`config.mk`:
```
export PLATFORM = sky130hd
export DESIGN_NAME = ii_writer_19x19
export DESIGN_NICKNAME = d
export VERILOG_FILES = /design/src/rtl/ii_writer_19x19_pkg.sv /design/src/rtl/ii_writer_19x19_row_shift.sv /design/src/rtl/ii_writer_19x19.sv
export SDC_FILE = /design/constraint.sdc
export NUM_CORES = 1
export LEC_CHECK = 0
export BUFFER_PORTS_ARGS = -buffer_cell sky130_fd_sc_hd__buf_2
export CORE_MARGIN = 4
export CORE_UTILIZATION = 40
export CTS_CLUSTER_SIZE = 30
export DETAILED_ROUTE_END_ITERATION = 8
export GPL_ROUTABILITY_DRIVEN = 0
export SETUP_SLACK_MARGIN = 0.5
export SKIP_LAST_GASP = 1
export SLEW_MARGIN = 20
export SYNTH_ARGS = -nofsm -noshare
export SYNTH_HDL_FRONTEND = slang
export SYNTH_SLANG_ARGS = --single-unit
export TNS_END_PERCENT = 5
```
`constraint.sdc`:
```
create_clock -name iClk -period 12.1 [get_ports iClk]
set_input_delay 0.605 -clock iClk [delete_from_list [all_inputs] [get_ports iClk]]
set_output_delay 0.605 -clock iClk [all_outputs]
set_load 0.05 [all_outputs]
```
`src/rtl/ii_writer_19x19_pkg.sv`:
```
// Shared geometry, widths and controller states for the 19x19 integral-image writer.
package ii_writer_19x19_pkg;

  localparam int II_W     = 21;
  localparam int PIX_W    = 8;
  localparam int SUM_W    = 17;
  localparam int WIN      = 19;
  localparam int IIDIM    = 20;
  localparam int II_WORDS = 400;

  // Last column/row index of the 20x20 image and the index of its final word.
  localparam logic [4:0] LAST_COL  = 5'(IIDIM - 1);
  localparam logic [4:0] LAST_ROW  = 5'(IIDIM - 1);
  localparam logic [8:0] LAST_WORD = 9'(II_WORDS - 1);

  typedef enum logic [2:0] {
    IDLE,
    CLR,
    GAP,
    ZROW,
    ZCOL,
    PIX,
    DONE
  } state_t;

endpackage

```
`src/rtl/ii_writer_19x19_row_shift.sv`:
```
// ii_row_shift_19: 19-deep line of previous-row integral values.
// Entries are consumed in column order, so a plain shift register replaces addressed storage.
module ii_row_shift_19
  import ii_writer_19x19_pkg::*;
(
  input  logic             iClk,
  input  logic             iReset,
  input  logic             iClear,
  input  logic             iShift,
  input  logic [SUM_W-1:0] iTail,
  output logic [SUM_W-1:0] oHead
);

  logic [SUM_W-1:0] line [WIN];

  // Pop the head and append the new value at the tail; clear wipes the whole row.
  always_ff @(posedge iClk or posedge iReset) begin
    if (iReset) begin
      for (int i = 0; i < WIN; i++) line[i] <= '0;
    end else if (iClear) begin
      for (int i = 0; i < WIN; i++) line[i] <= '0;
    end else if (iShift) begin
      for (int i = 0; i < WIN - 1; i++) line[i] <= line[i+1];
      line[WIN-1] <= iTail;
    end
  end

  assign oHead = line[0];

endmodule

```
`src/rtl/ii_writer_19x19.sv`:
```
// ii_writer_19x19: turns a row-major 19x19 pixel stream into the 400-word zero-padded
// integral image and writes it into the integral-image buffer.
// Optional feature: define II_WRITER_SYNC_CHECK_EN to compare the buffer full flag
// against the word index on every write and raise a sticky oErr on misalignment.
module ii_writer_19x19
  import ii_writer_19x19_pkg::*;
(
  input  logic             iClk,
  input  logic             iReset,
  input  logic             iStart,
  input  logic             iPix_valid,
  input  logic [PIX_W-1:0] iPix,
  input  logic             iBuf_full,
  output logic             oPix_ready,
  output logic             oBuf_rst,
  output logic             oWrreq,
  output logic [II_W-1:0]  oData,
  output logic             oBusy,
  output logic             oDone,
  output logic             oErr
);

  state_t           state;
  state_t           nextState;
  logic [4:0]       colCnt;
  logic [4:0]       rowCnt;
  logic [SUM_W-1:0] rowSum;
  logic [SUM_W-1:0] sumNext;
  logic [SUM_W-1:0] lineHead;
  logic [SUM_W-1:0] wrValue;
  logic [SUM_W-1:0] issueData;
  logic             pixAcc;
  logic             issueWr;
  logic             lineClear;

  // Previous-row storage feeding the vertical term of each integral value.
  ii_row_shift_19 uLine (
    .iClk   (iClk),
    .iReset (iReset),
    .iClear (lineClear),
    .iShift (pixAcc),
    .iTail  (wrValue),
    .oHead  (lineHead)
  );

  // Controller state register.
  always_ff @(posedge iClk or posedge iReset) begin
    if (iReset) state <= IDLE;
    else        state <= nextState;
  end

  // Next-state logic plus the combinational write/handshake decode.
  always_comb begin
    nextState  = state;
    oPix_ready = 1'b0;
    pixAcc     = 1'b0;
    issueWr    = 1'b0;
    issueData  = '0;
    lineClear  = 1'b0;
    sumNext    = rowSum + {{(SUM_W-PIX_W){1'b0}}, iPix};
    wrValue    = lineHead + sumNext;
    unique case (state)
      IDLE: begin
        if (iStart) nextState = CLR;
      end
      CLR: begin
        lineClear = 1'b1;
        nextState = GAP;
      end
      GAP: begin
        nextState = ZROW;
      end
      ZROW: begin
        issueWr = 1'b1;
        if (colCnt == LAST_COL) nextState = ZCOL;
      end
      ZCOL: begin
        issueWr   = 1'b1;
        nextState = PIX;
      end
      PIX: begin
        oPix_ready = 1'b1;
        pixAcc     = iPix_valid;
        issueWr    = iPix_valid;
        issueData  = wrValue;
        if (iPix_valid && colCnt == LAST_COL) begin
          nextState = (rowCnt == LAST_ROW) ? DONE : ZCOL;
        end
      end
      DONE: begin
        nextState = IDLE;
      end
      default: nextState = IDLE;
    endcase
  end

  // Row/column position and the running sum of the current pixel row.
  always_ff @(posedge iClk or posedge iReset) begin
    if (iReset) begin
      colCnt <= '0;
      rowCnt <= '0;
      rowSum <= '0;
    end else begin
      unique case (state)
        CLR: begin
          colCnt <= '0;
          rowCnt <= '0;
          rowSum <= '0;
        end
        ZROW: begin
          if (colCnt == LAST_COL) begin
            colCnt <= '0;
            rowCnt <= 5'd1;
          end else begin
            colCnt <= colCnt + 5'd1;
          end
        end
        ZCOL: begin
          rowSum <= '0;
          colCnt <= 5'd1;
        end
        PIX: begin
          if (pixAcc) begin
            rowSum <= sumNext;
            if (colCnt == LAST_COL) begin
              colCnt <= '0;
              rowCnt <= rowCnt + 5'd1;
            end else begin
              colCnt <= colCnt + 5'd1;
            end
          end
        end
        default: begin
          colCnt <= colCnt;
        end
      endcase
    end
  end

  // Registered buffer-side outputs: writes land one cycle after they are issued.
  always_ff @(posedge iClk or posedge iReset) begin
    if (iReset) begin
      oWrreq   <= 1'b0;
      oData    <= '0;
      oBuf_rst <= 1'b0;
      oBusy    <= 1'b0;
      oDone    <= 1'b0;
    end else begin
      oWrreq   <= issueWr;
      if (issueWr) oData <= {{(II_W-SUM_W){1'b0}}, issueData};
      oBuf_rst <= (nextState == CLR);
      oBusy    <= (nextState != IDLE);
      oDone    <= (state == DONE);
    end
  end

`ifdef II_WRITER_SYNC_CHECK_EN
  logic [8:0] wrCount;
  logic [8:0] outIdx;

  // Index of the word currently presented on oData, counted from the window start.
  always_ff @(posedge iClk or posedge iReset) begin
    if (iReset) begin
      wrCount <= '0;
      outIdx  <= '0;
    end else if (state == CLR) begin
      wrCount <= '0;
      outIdx  <= '0;
    end else if (issueWr) begin
      outIdx  <= wrCount;
      wrCount <= wrCount + 9'd1;
    end
  end

  // Sticky flag: buffer full must coincide exactly with the final word of the image.
  always_ff @(posedge iClk or posedge iReset) begin
    if (iReset) begin
      oErr <= 1'b0;
    end else if (nextState == CLR) begin
      oErr <= 1'b0;
    end else if (oWrreq && (iBuf_full != (outIdx == LAST_WORD))) begin
      oErr <= 1'b1;
    end
  end
`else
  logic unusedFull;
  assign unusedFull = iBuf_full;
  assign oErr       = 1'b0;
`endif

endmodule

```
==> impl_metrics.env <==
export IMPL_fillers=3320
export IMPL_dr_pass1_iters=4
export IMPL_arrival_ns=4.34
export IMPL_grt_start_max_net_pins=187
export IMPL_slew_headroom_pct=38.4
export IMPL_cap_viol_max_count=0
export IMPL_cts_setup_buffers=0
export IMPL_rsz0062_at_grt="no"
export IMPL_critPathBufInv=2
export IMPL_cpPeakStageDelay_ns=0.80
export IMPL_synth_compound_gate_area_share_pct=24.8
export IMPL_layout_worst_path_cycle_share_pct=31.9
export IMPL_port_buffers=33
export IMPL_power_leakage_nw=8.10
export IMPL_r2r_slack_ns=8.23
export IMPL_track_usage_pct=13.8
export IMPL_syn2layout_area_growth_pct=11.7
export IMPL_crit_slowest_cell="buf_4"
export IMPL_drt_iter0_markers=811
export IMPL_synth_warnings=0
export IMPL_postRouteAntennaNets=0
export IMPL_ys_seq_area_share_pct=62.5
export IMPL_path_clk_slew_ns=0.06
export IMPL_ys_seq_elements=374
export IMPL_holdBufCountCts=0
export IMPL_setup_viol=0
export IMPL_yosys_area_share_simple_pct=4.97
export IMPL_power_density_nw_per_um2=227
export IMPL_grt_pass1_wl_microns=48100
export IMPL_hold_class="in2async"
export IMPL_cp_depth=7
export IMPL_antenna_found_initial=0
export IMPL_synth_xor_xnor_area_share_pct=1.34
export IMPL_startpoint="state[0]$_DFF_PP0_"
export IMPL_coreArea_sq_um=36800
export IMPL_insertion_delay_ns=0.54
export IMPL_wl_per_cell_microns=17.1
export IMPL_path_cells="nor2b_4, and3_4, buf_4, buf_12, nand3_1, a311o_1, nand4_1"
export IMPL_syn_inst=1147
export IMPL_die_h_microns=202
export IMPL_wl_microns=27900
export IMPL_clock_path_buffers=3
export IMPL_cts_root_buf="clkbuf_16"
export IMPL_drive_gt1_share_pct=10.5
export IMPL_cts_buffers=39
export IMPL_grt_pass1_vias=9278
export IMPL_critPathLaunchType="flop"
export IMPL_grt_overflow=0
export IMPL_vias=9171
export IMPL_synth_mux_area_share_pct=0.200
export IMPL_synth_most_common_cell="dfrtp_1"
export IMPL_synth_top_cell_area_share_pct=62.5
export IMPL_outcome="complete, no violations"
export IMPL_synth_top_family_by_area="compound AO/OA/AOI/OAI gates"
export IMPL_worstMarginPinSlew_ns=0.923
export IMPL_netlist_cell_type_count=65
export IMPL_finalMaxSlewViolations=0
export IMPL_synth_edf_count=0
export IMPL_async_reset_ff_share_pct=100
export IMPL_synthFlopType="dfrtp_1"
export IMPL_reg2reg_to="oData[13]$_DFFE_PP0P_"
export IMPL_cts_sinks=374
export IMPL_cts_tree="yes"
export IMPL_path_max_fanout=186
export IMPL_r2r_cells=7
export IMPL_syn_area_per_cell_sq_um=13.1
export IMPL_fin_nets=1182
export IMPL_final_hold_viol_count=0
export IMPL_synthTopCellsByCount="374 x dfrtp_1, 318 x a22o_1, 60 x buf_2"
export IMPL_routed_via_density=5.61
export IMPL_setup_tns_ns=0
export IMPL_endpoint="oData[13]$_DFFE_PP0P_"
export IMPL_critPathKind="reg2reg"
export IMPL_p_total_mw=3.81
export IMPL_synthTopCellsByArea="dfrtp_1 62%, a22o_1 19%, ha_1 2.3%"
export IMPL_crit_path_end_kind="flop"
export IMPL_rr_startpoint="state[0]$_DFF_PP0_"
export IMPL_n_antenna_cell=0
export IMPL_drc=0
export IMPL_cts_resized=0
export IMPL_die_width_microns=202
export IMPL_cts_max_level=2
export IMPL_critPathTopFamily="buffers and inverters"
export IMPL_dieArea_sq_um=40600
export IMPL_min_period_ns=3.87
export IMPL_yosysTopAreaCell="dfrtp_1"
export IMPL_dp_hpwl_microns=15700
export IMPL_ir_worst_vdd_v=0.000145
export IMPL_synth_fa_ha_area_share_pct=2.52
export IMPL_start_util_pct=40.7
export IMPL_io_pins=40
export IMPL_skew_ns=0.0247
export IMPL_fp_row_count=70
export IMPL_fmax_mhz=259
export IMPL_required_ns=12.57
export IMPL_syn_area_sq_um=15000
-- layout by cell type (no fill, tap or decap), drive strengths merged, types with 10 or more instances in the layout --
cell type | synthesis | layout
dfrtp | 374 | 374
a22o | 318 | 318
nand2 | 58 | 58
clkbuf | 19 | 52
buf | 74 | 41
o21ai | 40 | 40
ha | 27 | 27
a21oi | 25 | 25
inv | 22 | 22
xnor2 | 20 | 20
nand3 | 20 | 20
a21o | 18 | 18
nor2 | 13 | 13
nand2b | 10 | 10
-- how the worst min path moves through the flow --
stage / slack [ns] / to / depth (start not counted)
3_3_place_gp: 0.46 / oData[12]$_DFFE_PP0P_ / 1
3_5_place_dp: 0.46 / oData[5]$_DFFE_PP0P_ / 1
5_1_grt: 0.26 / uLine.line[273]$_DFFE_PP0P_ / 2
2_1_floorplan: 0.45 / uLine.line[3]$_DFFE_PP0P_ / 2
6_report: 0.18 / uLine.line[273]$_DFFE_PP0P_ / 2
4_1_cts: 0.25 / uLine.line[273]$_DFFE_PP0P_ / 2
-- logic make-up (layout without fill, tap and decap cells) --
logic type               after synthesis  after routing
AO/OA/AOI/OAI                        454            454
other                                  1              5
adder cells (fa/ha/maj)               29             29
buffers and inverters                115            130
multiplexers                           3              3
XOR/XNOR                              23             23
flip-flops                           374            374
AND/OR/NAND/NOR                      148            148
-- worst register-to-register path, cell delays in order (launching register included) --
cell     delay (ns)
dfrtp_1        0.63
nor2b_4        0.32
and3_4         0.68
buf_4          0.82
buf_12         0.71
nand3_1        0.18
a311o_1        0.37
nand4_1        0.09
-- metrics by stage --
step	setup slack [ns]	cell area, sq um	std cells	hold WS [ns]	util (%)
floorplan	1.11	15000	1151	0.447	-
global placement	8.07	15400	1566	0.458	41.8
detailed placement	8.05	15400	1567	0.461	41.8
CTS	8.22	16700	1634	0.246	45.5
global route	7.95	16700	1634	0.257	45.5
finish	8.23	16700	1634	0.179	45.5
-- layout make-up --
| type | instances | area [sq um] | share of cell area [%] |
|---|---|---|---|
| Clock buffer | 52 | 1120 | 6.68 |
| Inverter | 22 | 90.1 | 0.538 |
| Timing Repair Buffer | 41 | 265 | 1.58 |
| Clock inverter | 15 | 216 | 1.29 |
| Tap cell | 468 | 586 | 3.50 |
| Sequential cell | 374 | 9360 | 55.9 |
| Multi-Input combinational cell | 662 | 5100 | 30.5 |
-- state kept, by name, indices dropped and copies added (netlist names) --
register     count
rowSum          17
oWrreq           1
oBusy            1
uLine.line     306
state            3
colCnt           5
rowCnt           5
oData           17
oBuf_rst         1
uLine.oHead     17
oDone            1
-- layer usage --
metal,up-vias,wire length [microns],global-route usage (%)
li1,4301,-,-
met1,4714,14400,21.5
met2,114,11900,19.4
met3,42,954,2.71
met4,0,573,4.20
met5,-,0,0
-- where the power goes --
| group | internal [mW] | switching (mW) | leakage (nW) |
|---|---|---|---|
| logic | 0.369 | 0.486 | 2.41 |
| clock network | 0.756 | 0.479 | 0.651 |
| registers | 1.54 | 0.178 | 5.03 |
| total | 2.66 | 1.14 | 8.10 |
Power figures use the tool's default switching activity.
